==> config.mk <==
export PLATFORM = sky130hd
export DESIGN_NAME = gpio_sequencer
export DESIGN_NICKNAME = d
export VERILOG_FILES = /design/src/rtl/gpio_sequencer.sv
export SDC_FILE = /design/constraint.sdc
export NUM_CORES = 1
export LEC_CHECK = 0
export ABC_AREA = 1
export BUFFER_PORTS_ARGS = -buffer_cell sky130_fd_sc_hd__clkbuf_2
export CAP_MARGIN = 5
export CELL_PAD_IN_SITES_DETAIL_PLACEMENT = 0
export CELL_PAD_IN_SITES_GLOBAL_PLACEMENT = 1
export CORE_ASPECT_RATIO = 1.5
export CORE_UTILIZATION = 34
export CTS_BUF_LIST = sky130_fd_sc_hd__clkbuf_4 sky130_fd_sc_hd__clkbuf_8
export CTS_CLUSTER_SIZE = 25
export DETAILED_ROUTE_END_ITERATION = 10
export GPL_TIMING_DRIVEN = 0
export PLACE_DENSITY = 0.6
export SLEW_MARGIN = 20
export SYNTH_ARGS = -nofsm -noshare
export SYNTH_HDL_FRONTEND = slang
export SYNTH_SLANG_ARGS = --single-unit
==> constraint.sdc <==
create_clock -name clk_i -period 1.8 [get_ports clk_i]
set_input_delay 0.09 -clock clk_i [delete_from_list [all_inputs] [get_ports clk_i]]
set_output_delay 0.09 -clock clk_i [all_outputs]
set_load 0.1 [all_outputs]
==> src/rtl/gpio_sequencer.sv <==
// Write sequencer and arbiter in front of the GPIO core register port.
// Replays a small table of {register, data} writes with a programmable dwell; CPU pass-through always wins.
module gpio_sequencer #(
  parameter int unsigned DEPTH   = 8,
  parameter int unsigned DWELL_W = 16
) (
  input  logic       clk_i,
  input  logic       rst_n_i,
  input  logic       cpu_seq_cs,
  input  logic       cpu_gpio_cs,
  input  logic       cpu_wr_n,
  input  logic [2:0] cpu_addr,
  input  logic [7:0] cpu_data_i,
  output logic [7:0] cpu_data_o,
  output logic       gpio_cs,
  output logic       gpio_wr_n,
  output logic [1:0] gpio_reg_addr,
  output logic [7:0] gpio_data_o,
  input  logic [7:0] gpio_data_i
);

  localparam int unsigned STEP_W = $clog2(DEPTH);

  typedef enum logic [1:0] {
    S_IDLE  = 2'd0,
    S_ISSUE = 2'd1,
    S_DWELL = 2'd2
  } state_e;

  state_e              state_q, state_d;
  logic [STEP_W-1:0]   step_q, step_d;
  logic [DWELL_W-1:0]  cnt_q, cnt_d;
  logic [STEP_W-1:0]   ptr_q, ptr_d;
  logic [1:0]          staged_q, staged_d;
  logic                run_q, run_d;
  logic                loop_q, loop_d;
  logic [2:0]          last_q, last_d;
  logic [7:0]          dwell_lo_q, dwell_lo_d;
  logic [7:0]          dwell_hi_q, dwell_hi_d;
  logic                done_q, done_d;
  logic [1:0]          tbl_addr_q [DEPTH];
  logic [1:0]          tbl_addr_d [DEPTH];
  logic [7:0]          tbl_data_q [DEPTH];
  logic [7:0]          tbl_data_d [DEPTH];

  logic                seq_wr;
  logic                ctrl_wr;
  logic                busy;
  logic [STEP_W-1:0]   last_eff;
  logic [DWELL_W-1:0]  dwell_val;
  logic [15:0]         dwell_rd;

  assign seq_wr    = cpu_seq_cs && !cpu_gpio_cs && !cpu_wr_n;
  assign ctrl_wr   = seq_wr && (cpu_addr == 3'd0);
  assign busy      = (state_q != S_IDLE);
  assign last_eff  = last_q[STEP_W-1:0];
  assign dwell_val = DWELL_W'({dwell_hi_q, dwell_lo_q});
  assign dwell_rd  = 16'(dwell_val);

  always_comb begin
    state_d    = state_q;
    step_d     = step_q;
    cnt_d      = cnt_q;
    ptr_d      = ptr_q;
    staged_d   = staged_q;
    run_d      = run_q;
    loop_d     = loop_q;
    last_d     = last_q;
    dwell_lo_d = dwell_lo_q;
    dwell_hi_d = dwell_hi_q;
    done_d     = done_q;
    tbl_addr_d = tbl_addr_q;
    tbl_data_d = tbl_data_q;

    if (seq_wr) begin
      case (cpu_addr)
        3'd0: begin
          run_d  = cpu_data_i[0];
          loop_d = cpu_data_i[1];
          last_d = cpu_data_i[6:4];
          if (cpu_data_i[0] && !run_q) done_d = 1'b0;
        end
        3'd1: ptr_d    = cpu_data_i[STEP_W-1:0];
        3'd2: staged_d = cpu_data_i[1:0];
        3'd3: begin
          tbl_addr_d[ptr_q] = staged_q;
          tbl_data_d[ptr_q] = cpu_data_i;
          ptr_d             = ptr_q + 1'b1;
        end
        3'd4: dwell_lo_d = cpu_data_i;
        3'd5: dwell_hi_d = cpu_data_i;
        3'd6: done_d     = 1'b0;
        default: ;
      endcase
    end

    // IDLE looks at run_d so a run written this edge starts ISSUE on the same edge.
    case (state_q)
      S_IDLE: begin
        if (run_d) begin
          state_d = S_ISSUE;
          step_d  = '0;
        end
      end
      S_ISSUE: begin
        if (!cpu_gpio_cs) begin
          state_d = S_DWELL;
          cnt_d   = dwell_val;
        end
      end
      S_DWELL: begin
        if (cnt_q != '0) begin
          cnt_d = cnt_q - 1'b1;
        end else if (step_q != last_eff) begin
          step_d  = step_q + 1'b1;
          state_d = S_ISSUE;
        end else if (loop_q) begin
          step_d  = '0;
          state_d = S_ISSUE;
        end else begin
          done_d  = 1'b1;
          run_d   = 1'b0;
          state_d = S_IDLE;
        end
      end
      default: state_d = S_IDLE;
    endcase

    // A CTRL write overrides the FSM's own run update; run=0 aborts to IDLE, step held.
    if (ctrl_wr) begin
      run_d = cpu_data_i[0];
      if (!cpu_data_i[0]) state_d = S_IDLE;
    end
  end

  always_ff @(posedge clk_i or negedge rst_n_i) begin
    if (!rst_n_i) begin
      state_q    <= S_IDLE;
      step_q     <= '0;
      cnt_q      <= '0;
      ptr_q      <= '0;
      staged_q   <= '0;
      run_q      <= 1'b0;
      loop_q     <= 1'b0;
      last_q     <= '0;
      dwell_lo_q <= '0;
      dwell_hi_q <= '0;
      done_q     <= 1'b0;
      for (int unsigned i = 0; i < DEPTH; i++) begin
        tbl_addr_q[i] <= '0;
        tbl_data_q[i] <= '0;
      end
    end else begin
      state_q    <= state_d;
      step_q     <= step_d;
      cnt_q      <= cnt_d;
      ptr_q      <= ptr_d;
      staged_q   <= staged_d;
      run_q      <= run_d;
      loop_q     <= loop_d;
      last_q     <= last_d;
      dwell_lo_q <= dwell_lo_d;
      dwell_hi_q <= dwell_hi_d;
      done_q     <= done_d;
      tbl_addr_q <= tbl_addr_d;
      tbl_data_q <= tbl_data_d;
    end
  end

  always_comb begin
    gpio_cs       = 1'b0;
    gpio_wr_n     = 1'b1;
    gpio_reg_addr = '0;
    gpio_data_o   = '0;
    if (cpu_gpio_cs) begin
      gpio_cs       = 1'b1;
      gpio_wr_n     = cpu_wr_n;
      gpio_reg_addr = cpu_addr[1:0];
      gpio_data_o   = cpu_data_i;
    end else if (state_q == S_ISSUE) begin
      gpio_cs       = 1'b1;
      gpio_wr_n     = 1'b0;
      gpio_reg_addr = tbl_addr_q[step_q];
      gpio_data_o   = tbl_data_q[step_q];
    end
  end

  always_comb begin
    cpu_data_o = '0;
    if (cpu_gpio_cs) begin
      cpu_data_o = gpio_data_i;
    end else if (cpu_seq_cs) begin
      case (cpu_addr)
        3'd0:    cpu_data_o = {busy, last_q, 2'b00, loop_q, run_q};
        3'd1:    cpu_data_o = 8'(ptr_q);
        3'd2:    cpu_data_o = {6'b0, staged_q};
        3'd4:    cpu_data_o = dwell_rd[7:0];
        3'd5:    cpu_data_o = dwell_rd[15:8];
        3'd6:    cpu_data_o = {done_q, 4'b0, 3'(step_q)};
        default: cpu_data_o = '0;
      endcase
    end
  end

endmodule
=== Word level (Yosys, flattened, before mapping) ===
Cells that the tools add are included.
W data, S select, Z words.

* Register bits: 128

* Equal/unequal tests: 14
* Muxes and demuxes: 54
* Bitwise operators: 2
* Order comparisons: 3
* Reductions and logical operators: 23
* Add/sub/neg operators: 3

{| class="wikitable"
|+ Operator list
! kind !! count
|-
| $bwmux W64 || 1
|-
| $mux W8 || 7
|-
| $pmux W8 S6 || 1
|-
| $mux W16 || 2
|-
| $pmux W16 S2 || 1
|-
| $bmux W8 S3 || 1
|-
| $demux W8 S3 || 1
|-
| $mux W2 || 10
|-
| $mux W1 || 19
|-
| $bwmux W16 || 1
|-
| $reduce_bool A16 Y1 || 1
|-
| $sub A16 B1 Y16 const B || 1
|-
| $mux W3 || 4
|-
| $pmux W3 S2 || 2
|-
| $reduce_and A2 Y1 || 6
|-
| $eq A3 B3 Y1 const B || 3
|-
| $ge A4 B4 Y1 const B || 2
|-
| $not A3 Y4 || 2
|-
| $reduce_bool A2 Y1 || 4
|-
| $add A3 B1 Y3 const B || 2
|-
| $bmux W2 S3 || 1
|-
| $demux W2 S3 || 1
|-
| $eq A3 B2 Y1 const B || 2
|-
| $ne A2 B2 Y1 const B || 3
|-
| 15 further kinds || 21
|}

=== Logic depth before layout (Yosys ltp) ===
Gate-level depths: netlist of run 1.

* Word-level depth: 9
* Depth in mapped cells: 10
* Mapped depth without buffers: 10

=== Worst setup path after synthesis of run 1 ===
Ideal clock, no wire load.

* Path kind: register to output
* Start: reg state_q[1]
* End: out gpio_wr_n
* Buffers on the path: 0
* Slack: -0.771 ns
* Required time: 1.710 ns
* Data arrival time: 2.481 ns
* Cell stages (with the launch flop): 5
* Cell sequence: dfrtp_1 -> inv_1 -> nand2_1 -> nand2_1 -> o21ai_0

* Word-level cells in the longest chain between the ends: 3

{| class="wikitable"
|+ RTL lines
! what !! RTL line !! RTL
|-
| start, declared || 30 || <nowiki>state_e state_q, state_d;</nowiki>
|-
| start signal, assigned || 154 || <nowiki>state_q <= state_d;</nowiki>
|-
| $eq A2 B1 Y1 || 180 || <nowiki>end else if (state_q == S_ISSUE) begin</nowiki>
|-
| $mux W1 || 180 ||
|-
| $mux W1 || 175 || <nowiki>if (cpu_gpio_cs) begin</nowiki>
|-
| end, declared || 16 || <nowiki>output logic gpio_wr_n,</nowiki>
|}

No other way between the ends.

=== Worst setup path after layout of run 1 ===
* Start: reg step_q[0]
* End: out gpio_data_o[4]

* Word-level cells in the longest chain between the ends: 6

{| class="wikitable"
|+ RTL lines
! what !! RTL line !! RTL
|-
| start, declared || 31 || <nowiki>logic [STEP_W-1:0] step_q, step_d;</nowiki>
|-
| start signal, assigned || 155 || <nowiki>step_q <= step_d;</nowiki>
|-
| $not A3 Y4 (not written as such) || 184 || <nowiki>gpio_data_o = tbl_data_q[step_q];</nowiki>
|-
| $bmux W8 S3 || 184 ||
|-
| $mux W8 (not written as such) (2 in series) || 184 ||
|-
| $mux W8 || 180 ||
|-
| $mux W8 || 175 ||
|-
| end, declared || 18 || <nowiki>output logic [7:0] gpio_data_o,</nowiki>
|}

No other way between the ends. The select of a mux whose other input is x is not followed.

==> key figures, run 1 <==
Floorplan
  – Num ports: 44
  – Die X: 117 um
  – Initial Utilization: 35.0%
  – Die ar.: 20500 um^2
  – Die height: 175 um
  – Rows: 62
  – CORE AREA: 19300 um^2

Setup path
  – Crit-path max FO: 8
  – Setup crit start kind: flip-flop
  – Critical setup path kind: reg -> out
  – Reg-to-reg setup timing slack: 0.09 ns
  – CP endpoint: gpio_data_o[4]
  – Crit path from: step_q[0]
  – Worst r2r src: state_q[0]
  – R2R cell count: 5
  – Worst Path Required: 1.71 ns
  – Worst path arrival time: 1.98 ns
  – Reg-to-Reg End: run_q
  – CP Capture Type: output port

Cells and area
  – Final nets: 1007
  – Multi-input logic area: 3400 um^2
  – Commonest cells after routing, fill and taps aside: 246 x nand2_1, 124 x dfrtp_1, 90 x o21ai_0
  – FF/Latch Area: 3210 um^2
  – Antenna Cells: 0
  – Layout cells sized above 1: 25.4%
  – Most common cell after layout, fill and taps aside: nand2_1
  – Area delta synth->final: 30.0%
  – Fill cells: 1967
  – Util after Layout: 45.5%

Synth
  – Yosys warns: 0
  – Post-Syn Area per Cell: 7.57 um^2
  – Mapped Area: 6770 um^2
  – Synth Area in Compound Gates: 17.1%
  – Sequential element share of the synthesized area: 47.3%
  – Top cell type by total area after synthesis: dfrtp_1
  – Synth Area in Simple Gates: 27.1%
  – Share of the synthesized area in the top cell type: 47.3%
  – Post-Synth XOR/XNOR Area: 0.388%
  – Multiplexer area fraction after synthesis: 0%
  – Cells after Synth: 894
  – Synthesized Nets: 922
  – Area contributors post-synth: dfrtp_1 47%, nand2_1 15%, o21ai_0 8.1%, nor2_1 4.4%, nand3_1 4.4%
  – Largest family of logic cells by synthesized area: simple AND/OR/NAND/NOR gates
  – Distinct cell type count after synthesis: 35
  – Adder-cell share of the synthesized area: 0.740%
  – #FFs+latches synth: 128

Routing
  – Drt first pass iters: 6
  – Initial drt markers: 390
  – Wire per inst: 19.9 um
  – Vias post-DR: 6441
  – Total routed wirelength: 24900 um
  – DRC: 0
  – DRT antenna net count: 0
  – Vias per inst: 5.16

STA
  – Relative slew margins: 38.7%
  – Worst Clk Skew: 0.00858 ns
  – Fin Hold WS: 0.0996 ns
  – Tcrit/Tclk final: 115%
  – Tmin final: 2.07 ns
  – Fmax achieved: 484 MHz
  – Setup ws final: -0.265 ns
  – Final Max Slew Viols: 0
  – Hold Vio Cnt, Final: 0
  – # setup viols final: 12
  – Worst-Margin Slew: 0.919 ns
  – Sum of negative setup slack: -2.60 ns
  – RSZ-0062 raised after global routing: yes

Placement
  – Gpl congestion: 0.823
  – Dpl hpwl: 18100 um
  – I/O Buffers: 42
  – Setup slack at placement: -0.720 ns

Pwr
  – Peak supply drop: 0.523 mV
  – Static Leak: 4.14 nW
  – Power density over the cells: 1280 nW/um^2

Clocking
  – CTS Sinks: 128
  – Clock Latency Late Sink: 0.44 ns
  – H-Tree Level Count: 4
  – Root buf cell: clkbuf_8
  – Clock tree buffer depth: 2
  – CTS tree: done
  – Worst-path clk slew: 0.07 ns
  – TritonCTS Buffers: 17

Global route
  – First-pass GRT wire length: 37700 um
  – Initial antenna violation count: 0
  – Vias in the first global route: 6570
  – Grt ovf: 0
  – Largest net degree at the start of global routing: 68
  – Total Routing Usage GR: 25.8%

Run
  – Max_cap viols: 0

Outcome
  – Outcome: finished, violations left
  – Failing checks: negative setup slack

Hold path
  – Hold Crit Class: in -> reg
  – Min-Delay Path Depth: 4
critical path, cell delays in order (launching register included):
cell and delay [ns]:
dfrtp_1 0.38, buf_8 0.17, clkinv_8 0.09, buf_8 0.15, nand2_2 0.06, nand2_2 0.07, a21oi_2 0.14, o21ai_2 0.12
nand3_2 0.10, nand2_2 0.07, clkbuf_16 0.19
registers in the layout, indices dropped and copies added (netlist names), 2 cells and up:
signal,flops
staged_q,2
last_eff,3
state_q,2
cnt_q,16
tbl_addr_q,16
dwell_lo_q,8
step_q,3
tbl_data_q,64
ptr_q,3
dwell_hi_q,8
final cells by class:
cell class / count / share of cell area (%)
multi-input cells: 656 / 38.7
flip-flops and latches: 128 / 36.5
repair buffers: 67 / 8.75
plain buffers: 45 / 4.42
well taps: 256 / 3.64
clock buffers: 24 / 3.54
inverters: 64 / 3.04
clock inverters: 8 / 1.44
routing by layer:
metal / vias up / share of wire, % / GRT usage (%)
li1: 3100 / - / -
met1: 3103 / 38 / 27.9
met2: 182 / 53 / 46.5
met3: 56 / 3.3 / 3.78
met4: 0 / 6.0 / 15.1
met5: - / 0 / 0
synth_stat cells:
library cell and count:
o21ai_2 12, clkbuf_2 2, buf_4 4, nand3_4 1, nor3_2 1, ha_1 4, inv_2 5, nand4_1 3
a31oi_1 1, xor2_1 2, dfrtp_1 128, o211ai_1 2, o21ai_1 57, o221ai_1 10, xnor2_1 1, buf_6 5
clkbuf_1 13, nor2_8 1, nor2_1 79, nor3_1 1, a22o_1 1, buf_1 2, nor2_2 3, o21ai_0 109
nand3b_1 2, nand2_2 4, a21oi_1 16, nand2_1 274, o22ai_1 4, nand3_2 4, buf_2 20, or2_2 2
nand3_1 59, nor2_4 3, inv_1 59
cell families (layout without fill, tap and decap cells):
family / after synthesis / in the layout
DFF: 128 / 128
AOI/OAI and AO/OA: 212 / 212
and+or+nand+nor: 437 / 437
buffers and inverters: 110 / 208
adders and majority gates: 4 / 4
xor gates and xnor gates: 3 / 3
report_power, final:
group          internal (mW)  switching, mW
logic                   1.66           3.15
clock network           1.57           1.17
registers               3.33          0.399
stage by stage:
step / power [mW] / instance area (um^2) / cells
after floorplan: 6.30 / 6800 / 894
after global placement: 7.57 / 7330 / 1192
after detailed placement: 7.60 / 7360 / 1193
after CTS: 11.1 / 8630 / 1244
after global routing: 11.9 / 8800 / 1248
final: 11.3 / 8800 / 1248
timing repair:
action                                  CTS  global route
cloned                                    1             0
endpoints found under the setup margin   33            33
buffers inserted                          9             5
endpoints found under the hold margin    73             0
gates resized for setup                 164            52
hold buffers                              9             0
pin swaps                                28            21
worst min path at each step:
stage                  startpoint             to  slack [ns]
global placement    cpu_data_i[5]  dwell_hi_q[5]        0.36
floorplan                 rst_n_i       cnt_q[0]       -0.21
detailed placement        rst_n_i       cnt_q[4]        0.13
CTS                   cpu_addr[2]       ptr_q[2]        0.07
finish                cpu_addr[1]       ptr_q[2]         0.1
global route          cpu_addr[2]       ptr_q[0]         0.1
No activity file was read; power rests on OpenSTA's default activity.
==> run 2: changes to the inputs <==
BUFFER_PORTS_ARGS = not set   (was -buffer_cell sky130_fd_sc_hd__clkbuf_2)
DONT_BUFFER_PORTS = 1   (was not set)
PLACE_DENSITY = 0.57   (was 0.6)
==> run 2 against run 1 <==
Against the previous run:
- maximum frequency down 5.1%
- the flow finishes with violations (negative hold slack, negative setup slack)
- hold slack lost 0.77 ns
- setup slack lost 0.11 ns
- die area unchanged
- cell count decreased by 2.7%
- register-to-register slack improved by 0.02 ns
- wire length increased by 0.80%
- global-route usage decreased by 0.17 points
- total power down 2.4%
==> key figures, run 2 (synthesis gave the netlist of run 1 again) <==
STA
  – Hold Vio Cnt, Final: 128 (+128)
  – # setup viols final: 12 (unchanged)
  – Relative slew margins: 45.1% (+6.4 points)
  – RSZ-0062 raised after global routing: yes
  – Final Max Slew Viols: 0 (unchanged)
  – Tcrit/Tclk final: 121% (+6.2 points)
  – Worst-Margin Slew: 0.823 ns (-0.0961 ns)
  – Fmax achieved: 460 MHz (-5.1%)
  – Worst Clk Skew: 0.0122 ns (+0.00366 ns)
  – Sum of negative setup slack: -3.32 ns (-0.719 ns)
  – Tmin final: 2.18 ns (+0.111 ns)
  – Setup ws final: -0.376 ns (-0.111 ns)
  – Fin Hold WS: -0.674 ns (-0.774 ns)

Clocking
  – H-Tree Level Count: 4 (unchanged)
  – TritonCTS Buffers: 17 (unchanged)
  – Root buf cell: clkbuf_8
  – CTS Sinks: 128 (unchanged)
  – Clock Latency Late Sink: 0.45 ns (about the same)
  – CTS tree: done
  – Clock tree buffer depth: 2 (unchanged)
  – Quantity of hold-fixing buffers added after cts: 11 (+2)
  – Worst-path clk slew: 0.09 ns (+0.02 ns)

Routing
  – Initial drt markers: 347 (-11%)
  – Vias post-DR: 6357 (-1.3%)
  – DRC: 0 (unchanged)
  – Total routed wirelength: 25100 um (+0.80%)
  – DRT antenna net count: 0 (unchanged)
  – Drt first pass iters: 5 (-1)
  – Vias per inst: 5.24 (+1.5%)
  – Wire per inst: 20.7 um (+3.6%)

Cells and area
  – Final nets: 973 (-3.4%)
  – Max reg flops: 64 (unchanged)
  – Area delta synth->final: 26.2%
  – Most common cell after layout, fill and taps aside: nand2_1
  – Largest regs: tbl_data_q x64, cnt_q x16, tbl_addr_q x16
  – Util after Layout: 44.2% (-1.3 points)
  – Commonest cells after routing, fill and taps aside: 241 x nand2_1, 125 x dfrtp_1, 86 x o21ai_0
  – Layout cells sized above 1: 23.9% (-1.5 points)
  – Antenna Cells: 0 (unchanged)
  – Design area: 8540 um^2 (-2.9%)
  – Finished Layout Cells: 1214 (-2.7%)
  – Largest reg by FF count: tbl_data_q
  – Fill cells: 1960 (-0.36%)

Floorplan
  – Die height: 175 um (unchanged)
  – Die ar.: 20500 um^2 (unchanged)
  – Initial Utilization: 35.0% (unchanged)
  – Die X: 117 um (unchanged)
  – Rows: 62 (unchanged)
  – Num ports: 44 (unchanged)
  – CORE AREA: 19300 um^2 (unchanged)

Global route
  – Initial antenna violation count: 0 (unchanged)
  – Vias in the first global route: 6375 (-3.0%)
  – First-pass GRT wire length: 37300 um (-0.97%)
  – Largest net degree at the start of global routing: 129 (+90%)
  – Total Routing Usage GR: 25.6% (-0.17 points)
  – Grt ovf: 0 (unchanged)

Setup path
  – Worst Path Buf+Inv: 5 (+1)
  – Worst Path Required: 1.71 ns (about the same)
  – Delay-heaviest family, CP: buffers and inverters
  – Max incr delay on CP: 0.40 ns (+0.02 ns)
  – Crit path cell chain: buf_6 -> inv_8 -> buf_8 -> buf_12 -> buf_6 -> nand2_2 -> nand2_2 -> a21oi_2 -> o21ai_2 -> nand3_2 -> nand2_8
  – Critical setup path kind: reg -> out
  – Worst path arrival time: 2.09 ns (+0.11 ns)
  – Setup crit start kind: flip-flop
  – Crit-path max FO: 8 (unchanged)
  – Crit-path slowest cell: dfrtp_1
  – CP Capture Type: output port

Placement
  – Dpl hpwl: 17800 um (-1.6%)
  – Gpl congestion: 0.847 (+2.9%)
  – Cell total after placement: 1150 (-3.6%)
  – I/O Buffers: 0 (-100%)
  – Area after DPL: 7120 um^2 (-3.3%)
  – Setup slack at placement: -0.677 ns (+0.0429 ns)

Hold path
  – Hold Crit Class: in -> async

Pwr
  – Static Leak: 3.92 nW (-5.2%)
  – Power density over the cells: 1290 nW/um^2 (+0.60%)
  – Peak supply drop: 0.483 mV (-7.5%)

Run
  – Max_cap viols: 0 (unchanged)

Outcome
  – Failing checks: negative hold slack, negative setup slack
  – Outcome: finished, violations left
run 2: cell count changes in the layout (fill, tap and decap cells not counted), sizes merged:
cell	before	now
buf	49	53
clkinv	3	2
dlygate4sd3	9	10
clkinvlp	5	6
bufinv	3	2
inv	61	68
dlymetal6s4s	0	1
clkbuf	78	32
run 2: layout make-up:
type / instances / area (um^2) / area share [%]
Multi-Input combinational cell: 656 / 3650 / 42.7
Sequential cell: 128 / 3210 / 37.6
Buffer: 46 / 377 / 4.41
Timing Repair Buffer: 32 / 332 / 3.88
Tap cell: 256 / 320 / 3.75
Inverter: 64 / 254 / 2.97
Clock buffer: 18 / 248 / 2.90
Clock inverter: 14 / 155 / 1.82
run 2: power breakdown:
group,switching (mW),internal (mW)
clock network,1.27,1.29
logic,3.15,1.57
registers,0.391,3.33
total,4.82,6.19
run 2: path summary, 6_finish.rpt:
kind                       depth (start not counted)  slack, ns            from             end
max reg2reg                                        9       0.11        cnt_q[5]        cnt_q[6]
min                                                0      -0.67         rst_n_i        cnt_q[4]
max                                               11      -0.38       step_q[0]  gpio_data_o[2]
max in group asynchronous                          0       2.18         rst_n_i       step_q[2]
min in group clk_i                                 4       0.06      cpu_seq_cs     last_eff[2]
min reg2reg                                        2       0.49  tbl_data_q[58]  tbl_data_q[58]
run 2: stage by stage:
step / total power, mW / hold WS (ns)
global route: 11.6 / -0.710
finish: 11.0 / -0.674
floorplan: 6.30 / -0.206
global placement: 7.43 / -0.203
detailed placement: 7.46 / -0.202
CTS: 10.7 / -0.701
run 2: metal layers:
metal | vias to the layer above | wire, um | track usage [%]
met5 | - | 0 | 0
met4 | 0 | 1380 | 14.8
met3 | 52 | 1020 | 3.92
met2 | 174 | 13200 | 45.3
met1 | 3106 | 9500 | 28.5
li1 | 3025 | - | -
run 2: repair_timing:
action                     in CTS  in global routing
setup endpoints to repair      33                 39
gates resized for setup       137                 66
pin swaps                      29                 34
buffers inserted                7                 14
hold endpoints to repair      147                128
